$ cat src/rtl/prng_fifo_pkg.sv
// Shared types for the PRNG FIFO streamer: fill modes, controller states and
// the FIFO address-width helper.
package prng_fifo_pkg;

    typedef enum logic [1:0] {
        MODE_OFF   = 2'd0,
        MODE_STEP  = 2'd1,
        MODE_AUTO  = 2'd2,
        MODE_BURST = 2'd3
    } mode_e;

    typedef enum logic [1:0] {
        IDLE  = 2'd0,
        AUTO  = 2'd1,
        BURST = 2'd2
    } state_e;

    function automatic int fifo_aw(input int depth);
        return $clog2(depth);
    endfunction

endpackage

$ cat src/rtl/galois_lfsr_step.sv
// Galois LFSR that advances STEPS steps per enabled cycle and emits the
// shifted-out bits as one word (first shifted-out bit in word bit 0).
module galois_lfsr_step #(
    parameter int               WIDTH = 8,
    parameter logic [WIDTH-1:0] POLY  = 8'hB8,
    parameter int               SEED  = 1,
    parameter int               STEPS = 4
) (
    input  logic             clk,
    input  logic             reset,
    input  logic             load,
    input  logic [WIDTH-1:0] load_value,
    input  logic             enable,
    output logic [STEPS-1:0] word
);

    // An all-zero state would lock the register up, so zero seeds become 1.
    localparam logic [WIDTH-1:0] SAFE_SEED = (SEED == 0) ? WIDTH'(1) : WIDTH'(SEED);

    logic [WIDTH-1:0] state_q;
    logic [WIDTH-1:0] state_d;

    always_comb begin
        logic [WIDTH-1:0] s;
        logic             ob;
        s    = state_q;
        word = '0;
        for (int i = 0; i < STEPS; i++) begin
            ob      = s[0];
            word[i] = ob;
            s       = (s >> 1) ^ ({WIDTH{ob}} & POLY);
        end
        state_d = s;
    end

    always_ff @(posedge clk) begin
        if (reset) begin
            state_q <= SAFE_SEED;
        end else if (load) begin
            state_q <= (load_value == '0) ? WIDTH'(1) : load_value;
        end else if (enable) begin
            state_q <= state_d;
        end
    end

endmodule

$ cat src/rtl/prng_fifo_streamer.sv
// PRNG word source: a multi-step Galois LFSR pushes into a first-word
// fall-through FIFO drained by a valid/ready stream; STEP/AUTO/BURST fill control.
module prng_fifo_streamer
    import prng_fifo_pkg::*;
#(
    parameter int                    LFSR_WIDTH = 8,
    parameter logic [LFSR_WIDTH-1:0] LFSR_POLY  = 8'hB8,
    parameter int                    LFSR_SEED  = 1,
    parameter int                    OUT_BITS   = 4,
    parameter int                    FIFO_DEPTH = 16,
    parameter int                    AF_THRESH  = 12,
    parameter int                    BURST_W    = 8
) (
    input  logic                            clk,
    input  logic                            reset,
    input  logic [1:0]                      mode,
    input  logic                            start,
    input  logic                            stop,
    input  logic [BURST_W-1:0]              burst_len,
    input  logic                            reseed,
    input  logic [LFSR_WIDTH-1:0]           seed_in,
    input  logic                            clr_err,
    output logic [OUT_BITS-1:0]             out_data,
    output logic                            out_valid,
    input  logic                            out_ready,
    output logic [$clog2(FIFO_DEPTH):0]     level,
    output logic                            empty,
    output logic                            full,
    output logic                            almost_full,
    output logic                            busy,
    output logic                            drop_err,
    output logic                            stall_err,
    output state_e                          dbg_state
);

    localparam int AW = fifo_aw(FIFO_DEPTH);
    localparam int LW = AW + 1;

    // Stream handshake: a word transfers on every rising edge where
    // out_valid && out_ready; out_valid never depends on out_ready.

    state_e               state_q, state_d;
    logic [BURST_W-1:0]   cnt_q, cnt_d;
    logic [OUT_BITS-1:0]  mem [FIFO_DEPTH];
    logic [AW-1:0]        wr_ptr, rd_ptr;
    logic [LW-1:0]        level_q, level_d;
    logic                 empty_q, full_q, af_q, drop_q, stall_q;
    logic                 gen_req, step_req, push_ok, pop, lfsr_load;
    logic [OUT_BITS-1:0]  gen_word;

    assign lfsr_load = reseed && (state_q == IDLE);
    assign push_ok   = gen_req && !full_q;
    assign pop       = !empty_q && out_ready;
    assign level_d   = level_q + LW'(push_ok) - LW'(pop);

    galois_lfsr_step #(
        .WIDTH (LFSR_WIDTH),
        .POLY  (LFSR_POLY),
        .SEED  (LFSR_SEED),
        .STEPS (OUT_BITS)
    ) u_lfsr (
        .clk        (clk),
        .reset      (reset),
        .load       (lfsr_load),
        .load_value (seed_in),
        .enable     (push_ok),
        .word       (gen_word)
    );

    always_comb begin
        state_d  = state_q;
        cnt_d    = cnt_q;
        gen_req  = 1'b0;
        step_req = 1'b0;
        case (state_q)
            IDLE: begin
                if (start) begin
                    case (mode)
                        // A reseed in the same cycle takes the LFSR; the step is not issued.
                        MODE_STEP: begin
                            step_req = !lfsr_load;
                            gen_req  = !lfsr_load;
                        end
                        MODE_AUTO: state_d = AUTO;
                        MODE_BURST: begin
                            if (burst_len != '0) begin
                                state_d = BURST;
                                cnt_d   = burst_len;
                            end
                        end
                        default: ;
                    endcase
                end
            end
            AUTO: begin
                if (stop) state_d = IDLE;
                else      gen_req = 1'b1;
            end
            BURST: begin
                if (stop) begin
                    state_d = IDLE;
                    cnt_d   = '0;
                end else begin
                    gen_req = 1'b1;
                    if (!full_q) begin
                        cnt_d = cnt_q - BURST_W'(1);
                        if (cnt_q == BURST_W'(1)) state_d = IDLE;
                    end
                end
            end
            default: state_d = IDLE;
        endcase
    end

    always_ff @(posedge clk) begin
        if (reset) begin
            state_q <= IDLE;
            cnt_q   <= '0;
            wr_ptr  <= '0;
            rd_ptr  <= '0;
            level_q <= '0;
            empty_q <= 1'b1;
            full_q  <= 1'b0;
            af_q    <= 1'b0;
            drop_q  <= 1'b0;
            stall_q <= 1'b0;
        end else begin
            state_q <= state_d;
            cnt_q   <= cnt_d;
            if (push_ok) wr_ptr <= wr_ptr + AW'(1);
            if (pop)     rd_ptr <= rd_ptr + AW'(1);
            level_q <= level_d;
            empty_q <= (level_d == '0);
            full_q  <= (level_d == LW'(FIFO_DEPTH));
            af_q    <= (level_d >= LW'(AF_THRESH));
            // A new error event in the clear cycle keeps the flag set.
            drop_q  <= (step_req && full_q) || (drop_q && !clr_err);
            stall_q <= (out_ready && empty_q) || (stall_q && !clr_err);
        end
    end

    always_ff @(posedge clk) begin
        if (push_ok) mem[wr_ptr] <= gen_word;
    end

    assign out_data    = empty_q ? '0 : mem[rd_ptr];
    assign out_valid   = !empty_q;
    assign level       = level_q;
    assign empty       = empty_q;
    assign full        = full_q;
    assign almost_full = af_q;
    assign busy        = (state_q != IDLE);
    assign drop_err    = drop_q;
    assign stall_err   = stall_q;
    assign dbg_state   = state_q;

endmodule

$ cat config.mk
export PLATFORM = sky130hd
export DESIGN_NAME = prng_fifo_streamer
export DESIGN_NICKNAME = d
export VERILOG_FILES = /design/src/rtl/prng_fifo_pkg.sv /design/src/rtl/galois_lfsr_step.sv /design/src/rtl/prng_fifo_streamer.sv
export SDC_FILE = /design/constraint.sdc
export NUM_CORES = 1
export LEC_CHECK = 0
export ABC_CLOCK_PERIOD_IN_PS = 10100
export CAP_MARGIN = 20
export CORE_MARGIN = 3
export CORE_UTILIZATION = 50
export DETAILED_ROUTE_END_ITERATION = 7
export PLACE_DENSITY = 0.74
export SYNTH_ARGS = -nofsm -noshare
export SYNTH_HDL_FRONTEND = slang
export SYNTH_SLANG_ARGS = --single-unit
$ cat constraint.sdc
create_clock -name clk -period 10.1 [get_ports clk]
set_clock_uncertainty 0.15 [all_clocks]
set_input_delay 1.515 -clock clk [delete_from_list [all_inputs] [get_ports clk]]
set_output_delay 1.515 -clock clk [all_outputs]
set_load 0.03 [all_outputs]
==> impl_metrics.json, run 1 <==
{
  "status": "complete, no violations",
  "die_area_sq_um": 10690,
  "syn_nets": 432,
  "clockBufferDepth": 2,
  "synth_ff_type": "edfxtp_1",
  "maxSlewViolCount": 0,
  "postCtsSetupRepairBufs": 0,
  "reg2reg_depth": 14,
  "grt_pass1_vias": 2995,
  "firstDrtPassIters": 5,
  "ctsHtreeMaxLevel": 3,
  "design.portCount": 43,
  "cp-end-kind": "flip-flop",
  "place_congestion": 0.9064,
  "path_buf_inv": 4,
  "startpoint": "mode[1]",
  "drc": 0,
  "ctsHoldBuffers": 0,
  "worstPathMaxFanout": 17,
  "synth.distinct_cells": 46,
  "critPathTopFamily": "compound AO/OA/AOI/OAI gates",
  "dieHeight_microns": 103.4,
  "clk_pin_slew_ps": 90,
  "ys_async_sr_fraction": 0,
  "antenna_found_initial": 0,
  "clock_sinks": 104,
  "fin_crit_ps": 4650,
  "ir_worst_vdd_mv": 0.1493,
  "grt_use_total": 0.1879,
  "wl_microns": 9538,
  "area_growth_pct": 15.86,
  "cts_tree": "built",
  "grt_pass1_wl_microns": 15150,
  "min_from": "u_lfsr.state_q[4]$_SDFFE_PP0P_",
  "syn_inst": 390,
  "cts_resized": 0,
  "slew_headroom": 0.4826,
  "synth_top_area_frac": 0.4053,
  "row_count": 34,
  "drt-initial-drc-count": 256,
  "cp_data_required_time_ps": 10180,
  "drive_above_1_share": 0.09049,
  "critPathLaunchType": "input pin",
  "min_period_over_period": 0.4604,
  "ys_seq_area_frac": 0.5741,
  "rsz0062_at_grt": "false",
  "hold_path_class": "flip-flop to flip-flop",
  "place_hpwl_microns": 6719,
  "io_buffers": 42,
  "timing.rr.start": "dbg_state[0]$_SDFFE_PP0P_",
  "worst_slew_pin_slew_ps": 775.0,
  "grt_max_degree": 38,
  "antenna_cells": 0,
  "via_per_inst": 5.709,
  "holdPathStages": 2,
  "cts-buffers-inserted": 9,
  "fmax_mhz": 215.1,
  "cpMaxStageDelayCell": "clkdlybuf4s50_1",
  "worstPathArrival_ps": 4730,
  "path_class": "input pin to flip-flop",
  "crit_chain": "clkdlybuf4s50_1 -> or3b_1 -> o21ai_2 -> inv_2 -> ha_1 -> inv_1 -> ha_1 -> inv_1 -> fa_1 -> nor2b_1 -> o21ai_0 -> a21oi_1 -> o32ai_1",
  "setup_tns_ps": 0,
  "wl_per_cell_microns": 17.12,
  "p_leak_uw": 0.001830,
  "worstSkewPairLatency_ps": 360,
  "hold_viol": 0,
  "ant_nets": 0,
  "yosys_warnings": 0,
  "cap_violations": 0,
  "layout.nets": 468,
  "synth_area_per_cell_sq_um": 12.16,
  "die_w_microns": 103.4,
  "path_depth": 13,
  "yosysTopAreaCell": "edfxtp_1",
  "overflow": 0,
  "synthTopCellsByArea": "edfxtp_1 41%, dfxtp_1 17%, mux4_2 7.6%",
  "cts_root_buffer": "clkbuf_8",
  "setup_violations": 0,
  "power_density_nw_per_um2": 253.3,
  "slowest_delay_ps": 450,
  "synth_area_sq_um": 4742,
  "ys_seq_elements": 104,
  "start_util": 0.5283,
  "synth_edf_count": 64,
  "vias": 3180,
  "core_sq_um": 8976,
  "hold_ws_ps": 337.9
}
placed cells by master (no fill, tap or decap), types with 2 or more instances in the layout:
cell type	netlist	final
nor4_1	5	5
or3_1	6	6
ha_1	16	16
o32ai_1	7	7
o21ai_0	8	8
inv_1	26	26
nor3b_1	2	2
inv_8	0	4
xor2_1	7	7
o22ai_1	6	6
a311oi_1	7	7
edfxtp_1	64	64
nor3_1	12	12
a31oi_1	7	7
nand3_1	4	4
dfxtp_1	40	40
a21o_1	3	3
a21oi_1	20	20
mux4_2	16	16
a41oi_1	2	2
nand2_1	27	27
a211oi_1	4	4
clkbuf_8	0	9
nand4_1	2	2
xnor2_1	9	9
nor2_1	31	31
mux2i_1	9	9
nor2b_1	12	12
clkdlybuf4s50_1	0	42
nand2b_1	3	3
a41o_1	2	2
power breakdown:
group / leakage, uW / internal (uW) / switching (uW) / total, uW
Combinational: 0.000815 / 221 / 287 / 508
Sequential: 0.000908 / 527 / 79.5 / 607
Clock: 0.000108 / 122 / 155 / 277
Total: 0.00183 / 871 / 521 / 1390
through the flow:
stage / total power, uW / util / setup slack, ps / area, sq um / instances
floorplan: 957.4 / - / 6028 / 4742 / 390
global placement: 1101 / 0.5850 / 5195 / 5251 / 540
detailed placement: 1114 / 0.5850 / 5069 / 5251 / 540
CTS: 1390 / 0.6090 / 5423 / 5466 / 556
global route: 1478 / 0.6121 / 5121 / 5494 / 557
finish: 1392 / 0.6121 / 5450 / 5494 / 557
worst reg2reg max path: cells and delay by family (launching register included):
| kind | cells | cell delay, ps |
|---|---|---|
| adders and majority gates | 4 | 1160 |
| AOI/OAI and AO/OA | 4 | 710 |
| and+or+nand+nor | 2 | 640 |
| buffers and inverters | 4 | 450 |
| DFF | 1 | 420 |
state kept, by name, indices dropped and copies added (netlist names), named ones only:
signal          count
mem                64
cnt_q               8
u_lfsr.state_q      8
level               5
rd_ptr              4
wr_ptr              4
dbg_state           2
almost_full         1
drop_err            1
empty               1
full                1
stall_err           1
synth_stat cells (all sizes together) (2+ instances only):
cell type and count:
buf 6, dfxtp 40, nor3 12, nand4 2, nand2b 3, a21o 3
ha 16, inv 27, or3 6, a211oi 4, a41oi 2, a31oi 7
mux2i 9, o22ai 6, nor2b 12, nand2 27, xor2 7, nor3b 2
nor4 5, nor2 31, a21oi 20, o21ai 9, nand3 4, a41o 2
xnor2 9, a311oi 7, o32ai 7, clkbuf 13, edfxtp 64, mux4 16
cell families (layout without fill, tap and decap cells):
kind of cell,count (synthesis),in the layout,synth area share
multiplexers,26,26,0.09736
AO/OA/AOI/OAI,73,73,0.1045
adder cells (fa/ha/maj),17,17,0.04644
AND/OR/NAND/NOR,108,108,0.1106
flip-flops,104,104,0.5741
buffers and inverters,46,87,0.03746
XOR/XNOR,16,16,0.02955
path summary, 6_finish.rpt:
| check | end | slack (ps) |
|---|---|---|
| setup / recovery | almost_full$_SDFF_PP0_ | 5450 |
| setup reg to reg | almost_full$_SDFF_PP0_ | 6450 |
| hold reg to reg | u_lfsr.state_q[4]$_SDFFE_PP0P_ | 340 |
| hold / removal | u_lfsr.state_q[4]$_SDFFE_PP0P_ | 340 |
routing by layer:
metal / part of all wire / vias to the layer above / GRT usage / wire (microns)
met5: 0 / - / 0 / 0
met4: 0.011 / 0 / 0.05478 / 102
met3: 0.057 / 8 / 0.03957 / 540
met2: 0.49 / 102 / 0.3020 / 4670
met1: 0.44 / 1547 / 0.2589 / 4224
li1: - / 1523 / - / -
area by class of cell:
type	count	area, sq um
fill	697	3482
clock buffer	9	123.9
multi-input combinational	240	1842
timing repair buffer	44	455.4
tap	126	157.7
clock inverter	7	91.34
sequential	104	2723
inverter	27	101.3
No activity file was read; power rests on OpenSTA's default activity.
==> run 2: changes to the inputs <==
ABC_CLOCK_PERIOD_IN_PS = 4500   (was 10100)
clock period = 4.5 ns   (was 10.1 ns; I/O delays follow)
==> impl_metrics.json, run 2 (synthesis gave the netlist of run 1 again) <==
{
  "status": "complete, no violations",
  "rrSetupSlack_ps": 1110,
  "die_area_sq_um": 10690,
  "place_hpwl_microns": 6786,
  "clock_sinks": 104,
  "holdPathStages": 2,
  "p_leak_uw": 0.001819,
  "rr_endpoint": "almost_full$_SDFF_PP0_",
  "io_buffers": 42,
  "cts-buffers-inserted": 9,
  "mostFrequentLayoutCell": "edfxtp_1",
  "design.portCount": 43,
  "core_sq_um": 8976,
  "clockBufferDepth": 2,
  "worstPathMaxFanout": 17,
  "cp-end-kind": "flip-flop",
  "drc": 0,
  "cts_tree": "built",
  "die_w_microns": 103.4,
  "row_count": 34,
  "cap_violations": 0,
  "power_density_nw_per_um2": 564.1,
  "place_congestion": 0.9252,
  "reg2reg_depth": 14,
  "grt_use_total": 0.1921,
  "rsz0062_at_grt": "false",
  "dieHeight_microns": 103.4,
  "slew_headroom": 0.3425,
  "antenna_found_initial": 0,
  "drive_above_1_share": 0.09028,
  "grt_max_degree": 26,
  "setup_violations": 0,
  "largest_reg_flops": 64,
  "ir_worst_vdd_mv": 0.3946,
  "layout_common_cells": "64 x edfxtp_1, 42 x clkdlybuf4s50_1, 40 x dfxtp_1, 31 x nor2_1, 27 x nand2_1",
  "grt_pass1_vias": 3132,
  "min_period_over_period": 0.7700,
  "start_util": 0.5283,
  "crit_chain": "clkdlybuf4s50_1 -> or4b_1 -> o21ai_2 -> inv_2 -> ha_1 -> inv_1 -> ha_1 -> inv_1 -> fa_1 -> nor2b_1 -> o21ai_0 -> a21oi_1 -> o32ai_1",
  "ant_nets": 0,
  "postCtsSetupRepairBufs": 0,
  "clk_pin_slew_ps": 100,
  "timing.rr.start": "dbg_state[1]$_SDFFE_PP0P_",
  "firstDrtPassIters": 5,
  "timing.final.ws_setup_ps": 1035,
  "hold_path_class": "flip-flop to flip-flop",
  "critPathLaunchType": "input pin",
  "maxSlewViolCount": 0,
  "hold_end": "cnt_q[6]$_SDFFE_PP0P_",
  "via_per_inst": 5.688,
  "overflow": 0,
  "area_growth_pct": 15.28,
  "antenna_cells": 0,
  "grt_pass1_wl_microns": 15620,
  "cpMaxStageDelayCell": "or4b_1",
  "min_from": "cnt_q[6]$_SDFFE_PP0P_",
  "cp_data_required_time_ps": 4570,
  "worst_slew_pin_slew_ps": 983.2,
  "wl_microns": 9545,
  "regMostFlops": "mem",
  "setup_tns_ps": 0,
  "worstSkewPairLatency_ps": 360,
  "ctsHoldBuffers": 0,
  "hold_viol": 0,
  "dpl_worst_slack_ps": 705.9,
  "reg_top3": "mem (64), cnt_q (8), u_lfsr.state_q (8)",
  "ctsHtreeMaxLevel": 3,
  "fin_crit_ps": 3465,
  "drt-initial-drc-count": 204,
  "layout.nets": 469,
  "slowest_delay_ps": 520,
  "fmax_mhz": 288.6,
  "path_class": "input pin to flip-flop",
  "cts_root_buffer": "clkbuf_8",
  "vias": 3174,
  "wl_per_cell_microns": 17.11,
  "worstPathArrival_ps": 3530,
  "cts_resized": 0
}
[run 2: changes by cell type in the layout (fill, tap and decap cells not counted), sizes merged]
cell	previous run	this run
clkinv	0	2
inv	32	30
buf	2	3
[run 2: worst max-delay path by stage]
stage                                         start                      to  slack, ps  cells past startpoint
after detailed placement                       stop  almost_full$_SDFF_PP0_        710                     13
after global placement                         stop  almost_full$_SDFF_PP0_        770                     13
after CTS                                 flip-flop             out_data[2]       1000                      4
after global routing                        mode[0]         full$_SDFF_PP0_        940                     13
after floorplan           dbg_state[0]$_SDFFE_PP0P_  almost_full$_SDFF_PP0_       1050                     15
final                                          stop  almost_full$_SDFF_PP0_       1030                     13
[run 2: per-stage QoR]
stage	cells	area, sq um	total power (uW)	utilization	hold slack [ps]
after floorplan	390	4742	2149	-	289.3
after global placement	542	5266	2488	0.5867	310.6
after detailed placement	542	5266	2516	0.5867	321.7
after CTS	558	5466	3099	0.6090	337.7
after global routing	558	5466	3275	0.6090	357.4
final	558	5466	3084	0.6090	337.0
[run 2: final cells by class]
type	instances	area [sq um]
flip-flops and latches	104	2723
clock buffers	9	123.9
well taps	126	157.7
multi-input cells	240	1842
clock inverters	7	76.32
repair buffers	45	442.9
fillers	698	3510
inverters	27	101.3
[run 2: worst max-delay path, delay by kind of cell]
family          cells  cell delay (ps)
simple gates        2              680
compound gates      4              610
fa+ha+maj           3              850
buf+inv             4              720
[run 2: per-layer routing]
| metal | track usage | wire (microns) | vias to the layer above |
|---|---|---|---|
| li1 | - | - | 1523 |
| met2 | 0.3025 | 4573 | 94 |
| met5 | 0 | 0 | - |
| met4 | 0.06375 | 148 | 0 |
| met1 | 0.2727 | 4332 | 1543 |
| met3 | 0.03219 | 490 | 14 |
[run 2: report_power, final]
part           switching, uW  internal (uW)  total [uW]
clock network            323            262         585
logic                    653            492        1150
registers                170           1180        1350
total                   1150           1940        3080
